--- src/rtl/calc_ctrl_pkg.sv ---
// Shared definitions for the calculator scheduler control unit: state codes
// (which double as the debug LED encoding), opcode constants and the result
// register source selects used by the datapath muxes.
package calc_ctrl_pkg;

  // State codes are fixed because cs is exported to the board LEDs.
  typedef enum logic [3:0] {
    S_IDLE      = 4'd0,
    S_LOAD      = 4'd1,
    S_DISPATCH  = 4'd2,
    S_WAIT_CALC = 4'd3,
    S_WAIT_DIV  = 4'd4,
    S_WAIT_MULT = 4'd5,
    S_LATCH     = 4'd6,
    S_DONE      = 4'd7
  } state_t;

  // Opcodes 0-3 go straight to the small calculator; 6-7 are illegal.
  localparam logic [2:0] OP_DIV  = 3'd4;
  localparam logic [2:0] OP_MULT = 3'd5;

  // out_l source select.
  localparam logic [1:0] SEL_L_CALC = 2'd0;
  localparam logic [1:0] SEL_L_QUO  = 2'd1;
  localparam logic [1:0] SEL_L_PROD = 2'd2;
  localparam logic [1:0] SEL_L_ZERO = 2'd3;

  // out_h source select.
  localparam logic SEL_H_REM  = 1'b0;
  localparam logic SEL_H_PROD = 1'b1;

  // Opcodes above multiply have no execution unit behind them.
  function automatic logic isIllegalOp(input logic [2:0] op);
    return (op > OP_MULT);
  endfunction

endpackage

--- src/rtl/calc_sched_ctrl.sv ---
// Control unit for the 4-bit calculator datapath. Accepts one job from the
// user FSM, loads the operands, starts the selected execution unit, waits for
// it (with a timeout for the handshaked units), then steers the result into
// out_h/out_l and reports done/err until the requester drops go.
module calc_sched_ctrl
  import calc_ctrl_pkg::*;
#(
  parameter int unsigned MULT_LAT = 4,
  parameter int unsigned TIMEOUT  = 63
) (
  input  logic       i_clk,
  input  logic       i_rst,
  input  logic       i_go,
  input  logic [2:0] i_op,
  input  logic       i_done_calc,
  input  logic       i_done_div,
  output logic       o_en_x,
  output logic       o_en_y,
  output logic       o_go_calc,
  output logic       o_go_div,
  output logic       o_go_mult,
  output logic [1:0] o_op_calc,
  output logic       o_sel_h,
  output logic [1:0] o_sel_l,
  output logic       o_en_out_h,
  output logic       o_en_out_l,
  output logic       o_done,
  output logic       o_err,
  output logic [3:0] o_cs
);

  // The wait counter holds the number of WAIT cycles already spent; the
  // comparisons below look at the value it would take after this cycle, so
  // TIMEOUT is the number of WAIT cycles in which a done is still accepted and
  // the multiplier wait spans MULT_LAT cycles including DISPATCH.
  localparam logic [8:0] TIMEOUT_C   = 9'(TIMEOUT);
  localparam logic [8:0] MULT_EXIT_C = 9'(MULT_LAT - 1);

  state_t     r_state;
  logic [2:0] r_op;
  logic [7:0] r_cnt;
  logic       r_err;
  logic [8:0] w_cntNext;

  assign w_cntNext = {1'b0, r_cnt} + 9'd1;

  // State register, latched opcode, error flag and the wait counter advance
  // together so that every output can be decoded purely from registered state.
  always_ff @(posedge i_clk) begin
    if (i_rst) begin
      r_state <= S_IDLE;
      r_op    <= 3'd0;
      r_cnt   <= 8'd0;
      r_err   <= 1'b0;
    end else begin
      case (r_state)
        S_IDLE: begin
          if (i_go) begin
            r_op  <= i_op;
            r_err <= 1'b0;
            if (isIllegalOp(i_op)) begin
              r_err   <= 1'b1;
              r_state <= S_DONE;
            end else begin
              r_state <= S_LOAD;
            end
          end
        end
        S_LOAD: begin
          r_state <= S_DISPATCH;
        end
        S_DISPATCH: begin
          r_cnt <= 8'd0;
          if (r_op == OP_DIV) begin
            r_state <= S_WAIT_DIV;
          end else if (r_op == OP_MULT) begin
            r_state <= (MULT_LAT <= 1) ? S_LATCH : S_WAIT_MULT;
          end else begin
            r_state <= S_WAIT_CALC;
          end
        end
        S_WAIT_CALC: begin
          if (i_done_calc) begin
            r_state <= S_LATCH;
          end else if (w_cntNext == TIMEOUT_C) begin
            r_err   <= 1'b1;
            r_state <= S_DONE;
          end else begin
            r_cnt <= w_cntNext[7:0];
          end
        end
        S_WAIT_DIV: begin
          if (i_done_div) begin
            r_state <= S_LATCH;
          end else if (w_cntNext == TIMEOUT_C) begin
            r_err   <= 1'b1;
            r_state <= S_DONE;
          end else begin
            r_cnt <= w_cntNext[7:0];
          end
        end
        S_WAIT_MULT: begin
          if (w_cntNext >= MULT_EXIT_C) begin
            r_state <= S_LATCH;
          end else begin
            r_cnt <= w_cntNext[7:0];
          end
        end
        S_LATCH: begin
          r_state <= S_DONE;
        end
        S_DONE: begin
          if (!i_go) begin
            r_state <= S_IDLE;
          end
        end
        default: begin
          r_state <= S_IDLE;
        end
      endcase
    end
  end

  // Moore output decode: strobes and selects depend only on the state and on
  // the opcode latched at acceptance, never on the live inputs.
  always_comb begin
    o_en_x     = 1'b0;
    o_en_y     = 1'b0;
    o_go_calc  = 1'b0;
    o_go_div   = 1'b0;
    o_go_mult  = 1'b0;
    o_sel_h    = SEL_H_REM;
    o_sel_l    = SEL_L_CALC;
    o_en_out_h = 1'b0;
    o_en_out_l = 1'b0;
    o_done     = 1'b0;
    case (r_state)
      S_LOAD: begin
        o_en_x = 1'b1;
        o_en_y = 1'b1;
      end
      S_DISPATCH: begin
        if (r_op == OP_DIV) begin
          o_go_div = 1'b1;
        end else if (r_op == OP_MULT) begin
          o_go_mult = 1'b1;
        end else begin
          o_go_calc = 1'b1;
        end
      end
      S_WAIT_MULT: begin
        o_go_mult = 1'b1;
      end
      S_LATCH: begin
        o_en_out_l = 1'b1;
        if (r_op == OP_DIV) begin
          o_en_out_h = 1'b1;
          o_sel_h    = SEL_H_REM;
          o_sel_l    = SEL_L_QUO;
        end else if (r_op == OP_MULT) begin
          o_en_out_h = 1'b1;
          o_sel_h    = SEL_H_PROD;
          o_sel_l    = SEL_L_PROD;
        end else begin
          o_sel_l    = SEL_L_CALC;
        end
      end
      S_DONE: begin
        o_done = 1'b1;
      end
      default: begin
        o_done = 1'b0;
      end
    endcase
  end

  // The small-calculator opcode comes straight from the acceptance latch, so
  // it stays put for the whole job regardless of what op does afterwards.
  assign o_op_calc = r_op[1:0];
  assign o_err     = r_err;
  assign o_cs      = r_state;

endmodule
--- config.mk ---
export PLATFORM = sky130hd
export DESIGN_NAME = calc_sched_ctrl
export DESIGN_NICKNAME = d
export VERILOG_FILES = /design/src/rtl/calc_ctrl_pkg.sv /design/src/rtl/calc_sched_ctrl.sv
export SDC_FILE = /design/constraint.sdc
export NUM_CORES = 1
export LEC_CHECK = 0
export CAP_MARGIN = 20
export CORE_MARGIN = 8
export CORE_UTILIZATION = 45
export CTS_CLUSTER_DIAMETER = 40
export DETAILED_ROUTE_END_ITERATION = 10
export DONT_BUFFER_PORTS = 1
export GPL_TIMING_DRIVEN = 0
export HOLD_SLACK_MARGIN = 0.06
export PLACE_DENSITY = 0.58
export SLEW_MARGIN = 15
export SYNTH_ARGS = -nofsm -noshare
export SYNTH_HDL_FRONTEND = slang
export SYNTH_SLANG_ARGS = --single-unit
export TNS_END_PERCENT = 100
--- constraint.sdc ---
create_clock -name i_clk -period 3 [get_ports i_clk]
set_input_delay 0.6 -clock i_clk [delete_from_list [all_inputs] [get_ports i_clk]]
set_output_delay 0.6 -clock i_clk [all_outputs]
set_load 0.005 [all_outputs]
==> flow_summary_export.csv <==
group,metric,value,unit
logic_synthesis,synth-warning-count,0,
routing,ant_nets,0,
power_and_ir_drop,vdd_drop_max,0.322,mV
power_and_ir_drop,p_leak,0.495,nW
logic_synthesis,synth_compound_area_share,24.7,%
critical_path,arrival,2.09,ns
floorplan,start_util,46.7,%
logic_synthesis,synth_adder_area_share,1.96,%
final_layout,area_delta_synth_final,5.88,%
global_route,grt_pass1_wl,5730,um
routing,first_pass_iters,5,
logic_synthesis,synthSimpleGateAreaFrac,34.3,%
logic_synthesis,ys.flop_type,"dfxtp_1",
final_layout,drive_gt1_share,9.66,%
logic_synthesis,synthArstFlopShare,0,%
floorplan,core_area,2730,um^2
final_layout,fin_cells,207,
logic_synthesis,synthMuxAreaShare,3.14,%
timing,relSlewSlack,60.6,%
clock_tree,post_cts_resized,0,
logic_synthesis,synthXorXnorAreaFrac,2.75,%
clock_tree,tritoncts,"done",
clock_tree,clock_latency,0.29,ns
logic_synthesis,ys_seq_area_share,25.1,%
timing,fin_worst_skew,0.00923,ns
logic_synthesis,syn_avg_cell_area,7.42,um^2
job,drv_cap,0,
logic_synthesis,synthTopCellsByArea,"dfxtp_1, nor2_1, nor3_1",
critical_path,critical_path_required,2.40,ns
timing,finalHoldViolCount,0,
global_route,overflow,0,
logic_synthesis,syn_inst,172,
routing,drt_first_iter_violations,102,
placement,dp_cells,203,
status,status,"completed",
logic_synthesis,synth_top_family_by_area,"simple AND/OR/NAND/NOR gates",
routing,routed_wl,3290,um
clock_tree,clockBufferDepth,2,
routing,drc,0,
logic_synthesis,ys_top_cells_by_count,"nor2_1, dfxtp_1, nor3_1",
floorplan,dieArea,4800,um^2
logic_synthesis,synth_area,1280,um^2
timing,worst_pin_slew,0.585,ns
clock_tree,holdBufCountCts,0,
global_route,grt_usage,13.5,%
global_route,grt_max_degree,11,
routing,dr_total_vias,1296,
timing,fin_tns_setup,0,ns
floorplan,die_w,69.3,um
clock_tree,post_cts_buffers,0,
critical_path,r2r_slack,0.55,ns
logic_synthesis,yosys.area.top_type_share,25.1,%
logic_synthesis,synth_cell_type_count,52,
final_layout,fin_nets,187,
logic_synthesis,synth_edf_count,0,
routing,wl_per_cell,15.9,um
logic_synthesis,ys_ff_latch,16,
global_route,grt_pass1_vias,1221,
floorplan,ios,26,
clock_tree,numCtsBuffers,3,
timing,fmax,372,MHz
clock_tree,htree_levels,1,
final_layout,diodes,0,
routing,vias_per_cell,6.26,
floorplan,rows,19,
timing,rsz0062_at_grt,"no",
logic_synthesis,syn_nets,182,
floorplan,die_y,69.3,um
clock_tree,root_buffer,"clkbuf_4",
critical_path,path_class,"flip-flop to output port",
timing,period_needed,2.69,ns
logic_synthesis,yosys.area.top_type,"dfxtp_1",
logic_synthesis,yosysMostFrequentCell,"nor2_1",
clock_tree,path_clk_slew,0.10,ns
timing,slew_viol_final,0,
global_route,antenna_found_initial,0,
min_path,hold_class,"primary input to flip-flop",
timing,setup_viol,0,
power_and_ir_drop,power_density,302,nW/um^2
placement,dp.final_hpwl,2620,um
clock_tree,cts.sinks,16,
critical_path,endpoint_kind,"output port",
critical_path,critPathMaxFanout,10,
timing,fin_crit_sh,89.5,%
placement,portBuffers,0,
placement,place_congestion,0.850,
critical_path,worstSetupStartpointType,"flip-flop",
## flip-flops by register name, summed over array words and instances, names as in the netlist
| signal | cells |
|---|---|
| r_cnt | 8 |
| o_cs | 4 |
| r_op | 3 |
| o_err | 1 |
## layout by cell type, fill, tap and decap left out, types with 2 or more instances in the layout
master    instances
nand4_1           2
buf_4             6
nor4_1            6
o32a_1            2
ha_1              2
nand3b_1          2
nor3_1           10
or3_1             2
xor2_1            2
inv_1             7
a221oi_1          2
nor2_1           21
and3_1            3
nand3_1           8
a21o_1            3
xnor2_1           2
nor2b_1           2
a31o_2            2
o21ai_0           7
o31ai_1           2
a21oi_1           9
o311a_1           2
clkbuf_4          3
and2_1            3
nand4b_1          2
mux2i_1           4
clkbuf_1          6
dfxtp_1          16
nand2_1           8
nand2b_1          3
o211ai_1          4
## worst max-delay path: stages, from the launching register on
cell      delay, ns
dfxtp_1        0.41
clkbuf_1       0.25
or2_2          0.32
clkbuf_1       0.16
nor4_1         0.47
buf_4          0.20
## metrics by stage
step	worst slack (ns)	hold slack [ns]	instance area, um^2	util (%)	power [W]
2_1_floorplan	0.861	0.463	1280	-	0.000260
3_3_place_gp	0.631	0.499	1320	48.1	0.000268
3_5_place_dp	0.623	0.492	1320	48.1	0.000268
4_1_cts	0.299	0.455	1350	49.4	0.000413
5_1_grt	0.136	0.470	1350	49.4	0.000432
6_report	0.315	0.466	1350	49.4	0.000408
## path summary, 6_finish.rpt
| check | cells past startpoint | start | to |
|---|---|---|---|
| worst max register to register | 7 | r_cnt[0]$_SDFFE_PP0P_ | r_cnt[6]$_SDFFE_PP0P_ |
| worst max-delay path | 5 | o_cs[0]$_SDFFE_PP0P_ | o_sel_l[1] |
| worst min register to register | 2 | o_err$_SDFFE_PP0P_ | o_err$_SDFFE_PP0P_ |
| worst min-delay path | 2 | i_op[1] | r_op[1]$_SDFFE_PP0P_ |
## power breakdown
part,switching [W],internal (W)
registers,0.00000543,0.000217
clock network,0.0000709,0.0000739
logic,0.0000239,0.0000171
total,0.000100,0.000308
## per-layer routing
layer | vias to the layer above | global-route usage, % | part of all wire (%)
li1 | 649 | - | -
met1 | 589 | 18.4 | 47
met2 | 58 | 20.5 | 44
met3 | 0 | 4.58 | 8.6
met4 | 0 | 1.59 | 0
met5 | - | 0 | 0
## kinds of logic (layout without fill, tap and decap cells)
group	Yosys count	after routing
other	1	1
DFF	16	16
and+or+nand+nor	81	81
xor gates and xnor gates	4	4
buffers and inverters	20	24
AOI/OAI and AO/OA	44	44
muxes	4	4
adders and majority gates	2	2
## layout make-up
| cell class | instances | area (um^2) |
|---|---|---|
| inverters | 7 | 26.3 |
| clock buffers | 4 | 36.3 |
| fillers | 297 | 1380 |
| well taps | 31 | 38.8 |
| plain buffers | 13 | 72.6 |
| flip-flops and latches | 16 | 320 |
| multi-input cells | 136 | 857 |
Power figures use the tool's default switching activity.
